[config.mk]
export PLATFORM = sky130hd
export DESIGN_NAME = operand_fwd_ctrl_flat
export DESIGN_NICKNAME = d
export VERILOG_FILES = /design/src/rtl/operand_fwd_ctrl_if.sv /design/src/rtl/operand_fwd_ctrl.sv /design/src/flat_wrapper.sv
export SDC_FILE = /design/constraint.sdc
export NUM_CORES = 1
export LEC_CHECK = 0
export CAP_MARGIN = 20
export CORE_MARGIN = 5
export CORE_UTILIZATION = 50
export CTS_CLUSTER_DIAMETER = 150
export DETAILED_ROUTE_END_ITERATION = 16
export DONT_BUFFER_PORTS = 1
export PLACE_DENSITY = 0.71
export SLEW_MARGIN = 20
export SYNTH_ARGS = -nofsm -noshare
export SYNTH_HDL_FRONTEND = slang
export SYNTH_SLANG_ARGS = --single-unit
export TNS_END_PERCENT = 20
[constraint.sdc]
create_clock -name clk -period 6.7 [get_ports clk]
set_clock_uncertainty 0.15 [all_clocks]
set_input_delay 0.67 -clock clk [delete_from_list [all_inputs] [get_ports clk]]
set_output_delay 0.67 -clock clk [all_outputs]
set_load 0.1 [all_outputs]
[src/rtl/operand_fwd_ctrl_if.sv]
// Decode-side request and X-stage select/hazard bundle for operand_fwd_ctrl.
// The requester (decode/testbench) is the master; the controller is the slave.
interface operand_fwd_ctrl_if;
    localparam int unsigned REG_W  = 5;
    localparam int unsigned DATA_W = 32;
    localparam int unsigned SEL_W  = 2;

    logic              stall_in;
    logic              flush;
    logic              d_valid;
    logic [REG_W-1:0]  d_rs1;
    logic [REG_W-1:0]  d_rs2;
    logic              d_rs1_used;
    logic              d_rs2_used;
    logic [REG_W-1:0]  d_rd;
    logic              d_we;
    logic              d_is_load;
    logic [DATA_W-1:0] w_wdata;

    logic [SEL_W-1:0]  sel_a;
    logic [SEL_W-1:0]  sel_b;
    logic [DATA_W-1:0] retired_data;
    logic              x_valid;
    logic              w_valid;
    logic              stall_d;
    logic [DATA_W-1:0] stall_cnt;

    modport master (
        output stall_in, flush, d_valid, d_rs1, d_rs2, d_rs1_used, d_rs2_used,
               d_rd, d_we, d_is_load, w_wdata,
        input  sel_a, sel_b, retired_data, x_valid, w_valid, stall_d, stall_cnt
    );

    modport slave (
        input  stall_in, flush, d_valid, d_rs1, d_rs2, d_rs1_used, d_rs2_used,
               d_rd, d_we, d_is_load, w_wdata,
        output sel_a, sel_b, retired_data, x_valid, w_valid, stall_d, stall_cnt
    );
endinterface

[src/rtl/operand_fwd_ctrl.sv]
// Forwarding/hazard controller for the D/X/W pipeline: registered operand selects,
// retired-value hold register and load-use stall. Define LOAD_FWD_EN to forward loads from W.
module operand_fwd_ctrl (
    input logic               clk,
    input logic               rst,
    operand_fwd_ctrl_if.slave bus
);
    localparam int unsigned REG_W  = 5;
    localparam int unsigned DATA_W = 32;
    localparam int unsigned SEL_W  = 2;

    localparam logic [SEL_W-1:0] SEL_RF   = 2'b00;
    localparam logic [SEL_W-1:0] SEL_ALU  = 2'b01;
    localparam logic [SEL_W-1:0] SEL_HOLD = 2'b11;
`ifdef LOAD_FWD_EN
    localparam logic [SEL_W-1:0] SEL_X_LOAD = 2'b10;
`else
    // Unreachable without load forwarding: a load hit in X always stalls or bubbles.
    localparam logic [SEL_W-1:0] SEL_X_LOAD = 2'b00;
`endif

    typedef struct packed {
        logic             valid;
        logic [REG_W-1:0] rd;
        logic             we;
        logic             is_load;
    } slot_t;

    slot_t              x_q;
    slot_t              w_q;
    slot_t              x_d;
    logic [SEL_W-1:0]   sel_a_q;
    logic [SEL_W-1:0]   sel_b_q;
    logic [SEL_W-1:0]   sel_a_d;
    logic [SEL_W-1:0]   sel_b_d;
    logic [DATA_W-1:0]  retired_q;
    logic [DATA_W-1:0]  stall_cnt_q;
    logic               stall_c;
    logic               bubble_c;
    logic               retire_en_c;

    function automatic logic [SEL_W-1:0] fwd_sel(
        input logic [REG_W-1:0] rs,
        input logic             used,
        input slot_t            x,
        input slot_t            w
    );
        logic [SEL_W-1:0] s;
        s = SEL_RF;
        if (rs == '0 || !used) begin
            s = SEL_RF;
        end else if (x.valid && x.we && x.rd == rs) begin
            s = x.is_load ? SEL_X_LOAD : SEL_ALU;
        end else if (w.valid && w.we && w.rd == rs) begin
            s = SEL_HOLD;
        end
        return s;
    endfunction

    // Load-use hazard detection, select computation and next X slot.
    always_comb begin
        stall_c = 1'b0;
`ifndef LOAD_FWD_EN
        stall_c = bus.d_valid && !bus.flush && x_q.valid && x_q.is_load && x_q.we &&
                  (x_q.rd != '0) &&
                  ((bus.d_rs1_used && bus.d_rs1 == x_q.rd) ||
                   (bus.d_rs2_used && bus.d_rs2 == x_q.rd));
`endif
        bubble_c    = bus.flush || stall_c || !bus.d_valid;
        retire_en_c = w_q.valid && w_q.we && (w_q.rd != '0);
        x_d         = '0;
        sel_a_d     = SEL_RF;
        sel_b_d     = SEL_RF;
        if (!bubble_c) begin
            x_d     = '{valid: 1'b1, rd: bus.d_rd, we: bus.d_we, is_load: bus.d_is_load};
            sel_a_d = fwd_sel(bus.d_rs1, bus.d_rs1_used, x_q, w_q);
            sel_b_d = fwd_sel(bus.d_rs2, bus.d_rs2_used, x_q, w_q);
        end
    end

    // Pipeline state; everything freezes while stall_in is high.
    always_ff @(posedge clk or posedge rst) begin
        if (rst) begin
            x_q         <= '0;
            w_q         <= '0;
            sel_a_q     <= SEL_RF;
            sel_b_q     <= SEL_RF;
            retired_q   <= '0;
            stall_cnt_q <= '0;
        end else if (!bus.stall_in) begin
            x_q     <= x_d;
            w_q     <= x_q;
            sel_a_q <= sel_a_d;
            sel_b_q <= sel_b_d;
            if (retire_en_c) begin
                retired_q <= bus.w_wdata;
            end
            if (stall_c) begin
                stall_cnt_q <= stall_cnt_q + DATA_W'(1);
            end
        end
    end

    assign bus.sel_a        = sel_a_q;
    assign bus.sel_b        = sel_b_q;
    assign bus.retired_data = retired_q;
    assign bus.x_valid      = x_q.valid;
    assign bus.w_valid      = w_q.valid;
    assign bus.stall_d      = stall_c;
    assign bus.stall_cnt    = stall_cnt_q;
endmodule

[src/flat_wrapper.sv]
// flat-port wrapper written by rule: the top's interface ports become plain ports
module operand_fwd_ctrl_flat 
  (clk, rst, bus_stall_in, bus_flush, bus_d_valid, bus_d_rs1, bus_d_rs2, bus_d_rs1_used, bus_d_rs2_used, bus_d_rd, bus_d_we, bus_d_is_load, bus_w_wdata, bus_sel_a, bus_sel_b, bus_retired_data, bus_x_valid, bus_w_valid, bus_stall_d, bus_stall_cnt);
  operand_fwd_ctrl_if bus_i ();
  input logic clk;
  input logic rst;
  input wire logic [$bits(bus_i.stall_in)-1:0] bus_stall_in;
  input wire logic [$bits(bus_i.flush)-1:0] bus_flush;
  input wire logic [$bits(bus_i.d_valid)-1:0] bus_d_valid;
  input wire logic [$bits(bus_i.d_rs1)-1:0] bus_d_rs1;
  input wire logic [$bits(bus_i.d_rs2)-1:0] bus_d_rs2;
  input wire logic [$bits(bus_i.d_rs1_used)-1:0] bus_d_rs1_used;
  input wire logic [$bits(bus_i.d_rs2_used)-1:0] bus_d_rs2_used;
  input wire logic [$bits(bus_i.d_rd)-1:0] bus_d_rd;
  input wire logic [$bits(bus_i.d_we)-1:0] bus_d_we;
  input wire logic [$bits(bus_i.d_is_load)-1:0] bus_d_is_load;
  input wire logic [$bits(bus_i.w_wdata)-1:0] bus_w_wdata;
  output wire logic [$bits(bus_i.sel_a)-1:0] bus_sel_a;
  output wire logic [$bits(bus_i.sel_b)-1:0] bus_sel_b;
  output wire logic [$bits(bus_i.retired_data)-1:0] bus_retired_data;
  output wire logic [$bits(bus_i.x_valid)-1:0] bus_x_valid;
  output wire logic [$bits(bus_i.w_valid)-1:0] bus_w_valid;
  output wire logic [$bits(bus_i.stall_d)-1:0] bus_stall_d;
  output wire logic [$bits(bus_i.stall_cnt)-1:0] bus_stall_cnt;
  assign bus_i.stall_in = bus_stall_in;
  assign bus_i.flush = bus_flush;
  assign bus_i.d_valid = bus_d_valid;
  assign bus_i.d_rs1 = bus_d_rs1;
  assign bus_i.d_rs2 = bus_d_rs2;
  assign bus_i.d_rs1_used = bus_d_rs1_used;
  assign bus_i.d_rs2_used = bus_d_rs2_used;
  assign bus_i.d_rd = bus_d_rd;
  assign bus_i.d_we = bus_d_we;
  assign bus_i.d_is_load = bus_d_is_load;
  assign bus_i.w_wdata = bus_w_wdata;
  assign bus_sel_a = bus_i.sel_a;
  assign bus_sel_b = bus_i.sel_b;
  assign bus_retired_data = bus_i.retired_data;
  assign bus_x_valid = bus_i.x_valid;
  assign bus_w_valid = bus_i.w_valid;
  assign bus_stall_d = bus_i.stall_d;
  assign bus_stall_cnt = bus_i.stall_cnt;
  operand_fwd_ctrl u_core (.clk(clk), .rst(rst), .bus(bus_i));
endmodule
==> flow_summary_export.csv, run 1 <==
group,metric,value,unit
outcome,status,"completed",
global_routing,grt_antenna_before_repair,0,
global_routing,grt_pass1_wl,13800,microns
routing,vias_per_cell,6.00,
setup_path,path_cells,"nand3_1, a21o_1, nor4b_2, buf_16",
placement,gp_congestion,0.848,
global_routing,use_met1,0.232,
power_and_ir_drop,clkPwrFrac,0.289,
routing,firstDrtPassIters,4,
timing,post-route-min-period,3.41,ns
finish,diodes,0,
die,core.rowCount,31,
setup_path,max_stage_delay,1.04,ns
timing,relSlewSlack,0.297,
global_routing,grt-busiest-layer,"met2",
routing,num_vias,2496,
global_routing,first_global_vias,2457,
synthesis,yosysTopAreaCell,"dfrtp_1",
synthesis,synth_edf_count,0,
synthesis,syn_inst,308,
setup_path,cp_slowest_cell,"dfrtp_1",
timing,finalSetupViolCount,0,
die,core-area,7330,sq um
power_and_ir_drop,ir_drop,0.000119,V
synthesis,synth-seq-cells,83,
placement,portBuffers,0,
cts,path_clk_slew,0.09,ns
cts,clock_sinks,83,
setup_path,cp.buffers_inverters,1,
placement,place_ws,3.53,ns
finish,fin_nets,369,
cts,post_cts_buffers,0,
synthesis,synth.area.top_cells,"dfrtp_1 (55%), mux2_2 (11%), xnor2_1 (7.6%)",
power_and_ir_drop,switchingPower,571,uW
synthesis,synth.distinct_cells,37,
timing,hold_violations,0,
synthesis,synth_nets,365,
power_and_ir_drop,leakagePower,1.92,nW
synthesis,yosysTopAreaCellShare,0.547,
routing,wl_per_cell,20.6,microns
setup_path,worst_ep_required_time,5.88,ns
cts,root_buffer,"clkbuf_8",
cts,clock_path_buffers,2,
setup_path,arrival,2.59,ns
die,ios,127,
setup_path,rrSetupSlack,3.64,ns
die,die_area,9440,sq um
power_and_ir_drop,powerDensity,332,nW/um^2
synthesis,synth_seq_area_share,0.547,
global_routing,met3_usage,0.0811,
placement,dp.final_hpwl,6370,microns
timing,max_freq,293,MHz
die,die_h,97.2,microns
timing,grt_setup_unrepaired,"no",
synthesis,syn_area,3800,sq um
timing,slew_violations,0,
synthesis,yosys_most_used_dff,"dfrtp_1",
global_routing,grt_max_degree,84,
synthesis,synthArstFlopShare,1.00,
routing,drt_wl_total,8570,microns
die,start_util,0.518,
timing,period_share,0.509,
synthesis,syn_area_per_cell,12.3,sq um
setup_path,critPathCaptureType,"output port",
power_and_ir_drop,seqPwrFrac,0.652,
power_and_ir_drop,p_comb_frac,0.059,
timing,worst_slack,3.29,ns
power_and_ir_drop,swShare,0.414,
hold_path,hp-class,"in2async",
timing,worstMarginPinSlew,1.05,ns
setup_path,critPathLaunchType,"flip-flop",
setup_path,cp_max_fo,7,
cts,htree_levels,3,
finish,drive_gt1_frac,0.196,
die,die_x,97.2,microns
timing,setup_tns,0,ns
global_routing,use_met2,0.279,
setup_path,criticalPathCategory,"reg2out",
cts,cts_buffers,9,
finish,synthToLayoutAreaGrowth,9.35,%
routing,drt_iter0_markers,171,
global_routing,overflow,0,
synthesis,ys_warn_count,0,
cts,cts_tree,"done",
routing,drtAntennaViolNets,0,
power_and_ir_drop,p_int,809,uW
cts,insertion_delay,0.35,ns
flow_run,cap_violations,0,
finish,utilization,0.567,
setup_path,critPathTopFamily,"flip-flops",
cts,holdBufCountCts,0,
global_routing,grtUsageTotal,0.183,
routing,drc,0,
cts,cts_resized,0,
Yosys cell counts (2+ instances only):
cell type  number
dfrtp_1        83
mux2_2         38
xnor2_1        33
nand4_1        22
nand3_1        19
xor2_1         18
nand2_1        13
nor2_1         11
a22o_1          7
and3_1          7
nor3_1          7
and4_1          6
buf_2           6
nor4_1          4
or4_1           3
a21o_1          2
a21oi_1         2
buf_1           2
inv_1           2
mux2_1          2
nand3b_1        2
nor4b_1         2
o2111ai_1       2
o21ai_0         2
cell families (layout without fill, tap and decap cells):
family / after synthesis / after routing / synth area share
flip-flops: 83 / 83 / 0.547
buffers and inverters: 12 / 21 / 0.0158
AND/OR/NAND/NOR: 102 / 102 / 0.160
XOR/XNOR: 51 / 51 / 0.118
AO/OA/AOI/OAI: 19 / 19 / 0.0385
adder cells (fa/ha/maj): 1 / 1 / 0.00329
multiplexers: 40 / 40 / 0.119
power groups by stage:
| stage | Clock, mW | Combinational, mW | Sequential, mW |
|---|---|---|---|
| 2_1_floorplan | 0 | 0.0713 | 0.895 |
| 3_3_place_gp | 0 | 0.0783 | 0.908 |
| 3_5_place_dp | 0 | 0.0828 | 0.911 |
| 4_1_cts | 0.411 | 0.0830 | 0.900 |
| 5_1_grt | 0.434 | 0.0914 | 0.906 |
| 6_report | 0.399 | 0.0812 | 0.900 |
flip-flops by register name, summed over array words and instances (netlist names):
name and count:
u_core.bus.sel_b 2, u_core.bus.retired_data 32, u_core.bus.w_valid 1, u_core.bus.sel_a 2, u_core.bus.stall_cnt 32, u_core.bus.x_valid 1
u_core.x_q 7, u_core.w_q 6
through the flow:
stage / cell area, sq um / hold WS [ns] / cells / power, mW
after detailed placement: 3930 / 0.349 / 400 / 0.994
after CTS: 4150 / 0.271 / 416 / 1.39
after global routing: 4160 / 0.278 / 416 / 1.43
after floorplan: 3800 / 0.330 / 308 / 0.967
final: 4160 / 0.213 / 416 / 1.38
after global placement: 3930 / 0.343 / 400 / 0.986
worst paths after layout:
| check | start | end | cells past startpoint |
|---|---|---|---|
| max in group asynchronous | rst | u_core.bus.retired_data[6] | 2 |
| max reg2reg | u_core.bus.stall_cnt[9] | u_core.bus.stall_cnt[31] | 5 |
| min in group clk | bus_stall_in | u_core.bus.sel_b[1] | 2 |
| max | u_core.bus.x_valid | bus_stall_d | 4 |
| min | rst | u_core.bus.retired_data[22] | 2 |
| min reg2reg | u_core.w_q[1] | u_core.w_q[1] | 1 |
cell usage in the layout (no fill, tap or decap), types with 2 or more instances in the layout:
cell,instances
nand3_1,19
xnor2_1,33
a22o_1,7
dfrtp_1,83
xor2_1,18
clkbuf_8,10
nor3_1,7
nand3b_1,2
o21ai_0,2
o2111ai_1,2
bufinv_16,2
nor4_1,4
a21o_1,2
mux2_2,38
and3_1,7
mux2_1,2
a21oi_1,2
nor2_1,11
or4_1,3
and4_1,6
nand2_1,13
nand4_1,22
layer usage:
| metal | routed length (microns) | share of wire | up-vias |
|---|---|---|---|
| li1 | - | - | 1133 |
| met1 | 3530 | 0.41 | 1227 |
| met2 | 4000 | 0.47 | 120 |
| met3 | 919 | 0.11 | 16 |
| met4 | 129 | 0.015 | 0 |
| met5 | 0 | 0 | - |
area by class of cell:
cell class | count | area (sq um)
clock inverter | 5 | 85.1
clock buffer | 11 | 141
timing repair buffer | 3 | 46.3
tap | 99 | 124
inverter | 2 | 8.76
multi-input combinational | 213 | 1670
fill | 588 | 3180
sequential | 83 | 2080
Note: power is estimated with default switching activity, not from simulation.
==> run 2: changes to the inputs <==
Clock period 6.7 ns to 3.2 ns, I/O delays scaled along.
==> run 2 against run 1 <==
  * Final cell count is 18% higher
  * Highest routed layer unchanged
  * Global-route usage is 2.8 points higher
  * Worst setup slack worse by 3.0 ns
  * Via count is 9.7% higher
  * Critical path depth is 2 higher
  * Critical path type unchanged
  * Sequential power is 110% higher
  * Sequential share of layout area is 6.9 points lower
  * First-iteration DRC count is 40% lower
  * Combinational power grew to 3.1 times the previous value
==> flow_summary_export.csv, run 2 (synthesis gave the netlist of run 1 again) <==
group,metric,value,unit
outcome,status,"completed",
finish,drive_gt1_frac,0.249,
finish,diodes,0,
timing,worst_slack,0.325,ns
setup_path,critPathCaptureType,"output port",
placement,gp_congestion,0.829,
routing,topRoutingLayerUsed,"met4",
setup_path,max_stage_delay,0.45,ns
cts,clock_path_buffers,2,
die,ios,127,
routing,drtAntennaViolNets,0,
global_routing,grt_pass1_wl,16100,microns
routing,routed-wl-met3,896,microns
finish,fin_nets,445,
setup_path,critPathLaunchType,"flip-flop",
cts,root_buffer,"clkbuf_8",
die,start_util,0.518,
cts,clock_sinks,83,
routing,num_vias,2739,
placement,placedCellCount,435,
finish,fin_cells,492,
setup_path,worst-r2r-cell-count,6,
power_and_ir_drop,seqPwrFrac,0.626,
setup_path,arrival,2.40,ns
flow_run,cap_violations,0,
cts,cts_tree,"done",
timing,slew_violations,0,
global_routing,grtUsageTotal,0.211,
cts,htree_levels,3,
setup_path,worst_ep_required_time,2.73,ns
timing,period_share,0.898,
die,die_h,97.2,microns
routing,firstDrtPassIters,4,
global_routing,grt_max_degree,67,
cts,path_clk_slew,0.09,ns
timing,relSlewSlack,0.365,
power_and_ir_drop,p_comb_frac,0.084,
global_routing,overflow,0,
placement,portBuffers,0,
timing,worstMarginPinSlew,0.952,ns
finish,layout_common_cells,"dfrtp_1 (83), dlygate4sd3_1 (41), mux2_2 (38), buf_4 (38), xnor2_1 (33)",
die,die_area,9440,sq um
setup_path,cp_max_fo,7,
finish,synthToLayoutAreaGrowth,26.9,%
power_and_ir_drop,clkPwrFrac,0.290,
power_and_ir_drop,leakagePower,2.29,nW
routing,drt_wl_total,9570,microns
timing,post-route-min-period,2.87,ns
die,core-area,7330,sq um
timing,hold_violations,0,
routing,vias_per_cell,5.57,
routing,wl_met2,4530,microns
power_and_ir_drop,switchingPower,1.24,mW
routing,met1_length,4030,microns
timing,setup_tns,0,ns
setup_path,path_cells,"xor2_1, nor3_1, a32oi_1, buf_4, nor4b_4, buf_4",
routing,wl_per_cell,19.4,microns
cts,holdBufCountCts,40,
hold_path,min_path_cells,4,
hold_path,hp-class,"in2reg",
routing,drc,0,
cts,cts_resized,0,
timing,finalSetupViolCount,0,
timing,grt_setup_unrepaired,"no",
timing,max_freq,348,MHz
setup_path,cp_slowest_cell,"dfrtp_1",
cts,insertion_delay,0.34,ns
global_routing,grt_antenna_before_repair,0,
global_routing,first_global_vias,2914,
die,core.rowCount,31,
placement,place_ws,0.777,ns
finish,layout_commonest_cell,"dfrtp_1",
power_and_ir_drop,swShare,0.416,
placement,dp.final_hpwl,6790,microns
setup_path,criticalPathCategory,"reg2out",
cts,cts_buffers,9,
cts,post_cts_buffers,0,
power_and_ir_drop,ir_drop,0.000352,V
power_and_ir_drop,powerDensity,617,nW/um^2
power_and_ir_drop,p_int,1.74,mW
die,die_x,97.2,microns
setup_path,cpMostUsedCell,"buf_4",
routing,drt_iter0_markers,103,
-- run 2: final cells by class --
| cell class | instances | area [sq um] |
|---|---|---|
| sequential | 83 | 2080 |
| tap | 99 | 124 |
| multi-input combinational | 213 | 1680 |
| clock inverter | 6 | 95.1 |
| fill | 513 | 2510 |
| inverter | 2 | 10.0 |
| timing repair buffer | 79 | 696 |
| clock buffer | 10 | 138 |
-- run 2: worst max-delay path: cells and delay by family, from the launching register on --
family / cells / cell delay (ns)
DFF: 1 / 0.45
and+or+nand+nor: 2 / 0.69
buffers and inverters: 2 / 0.53
AOI/OAI and AO/OA: 1 / 0.18
xor gates and xnor gates: 1 / 0.20
-- run 2: final timing paths --
kind                       slack [ns]                    endpoint                startpoint
setup / recovery                 0.33                 bus_stall_d             u_core.x_q[2]
hold / removal                   0.23         u_core.bus.sel_a[1]                 bus_flush
setup reg to reg                 0.70    u_core.bus.stall_cnt[31]             u_core.x_q[2]
hold reg to reg                  0.35    u_core.bus.stall_cnt[27]  u_core.bus.stall_cnt[27]
max in group asynchronous        1.76    u_core.bus.stall_cnt[13]                       rst
min in group asynchronous        0.47  u_core.bus.retired_data[8]                       rst
-- run 2: power groups by stage --
stage	logic, mW	registers, mW	clock network [mW]
finish	0.249	1.86	0.863
detailed placement	0.205	1.88	0
global route	0.276	1.87	0.938
global placement	0.196	1.88	0
floorplan	0.150	1.87	0
CTS	0.249	1.86	0.876
-- run 2: through the flow --
step                      utilization  cell area, sq um  hold WS, ns  total power [mW]
after detailed placement        0.570              4180        0.285              2.09
after CTS                       0.656              4810      0.00273              2.99
final                           0.658              4820        0.225              2.97
after global placement          0.570              4180        0.282              2.07
after floorplan                     -              3810        0.298              2.02
after global routing            0.658              4820        0.238              3.09
-- run 2: layer usage --
metal | track usage | vias up
li1 | - | 1282
met2 | 0.336 | 107
met5 | 0 | -
met1 | 0.267 | 1342
met4 | 0.0648 | 0
met3 | 0.0797 | 8
==> run 3: changes to the inputs <==
Settings changed: ABC_CLOCK_PERIOD_IN_PS set to 3200.
==> results of run 3 <==
Final layout, timing and power as in run 2 (identical DEF).
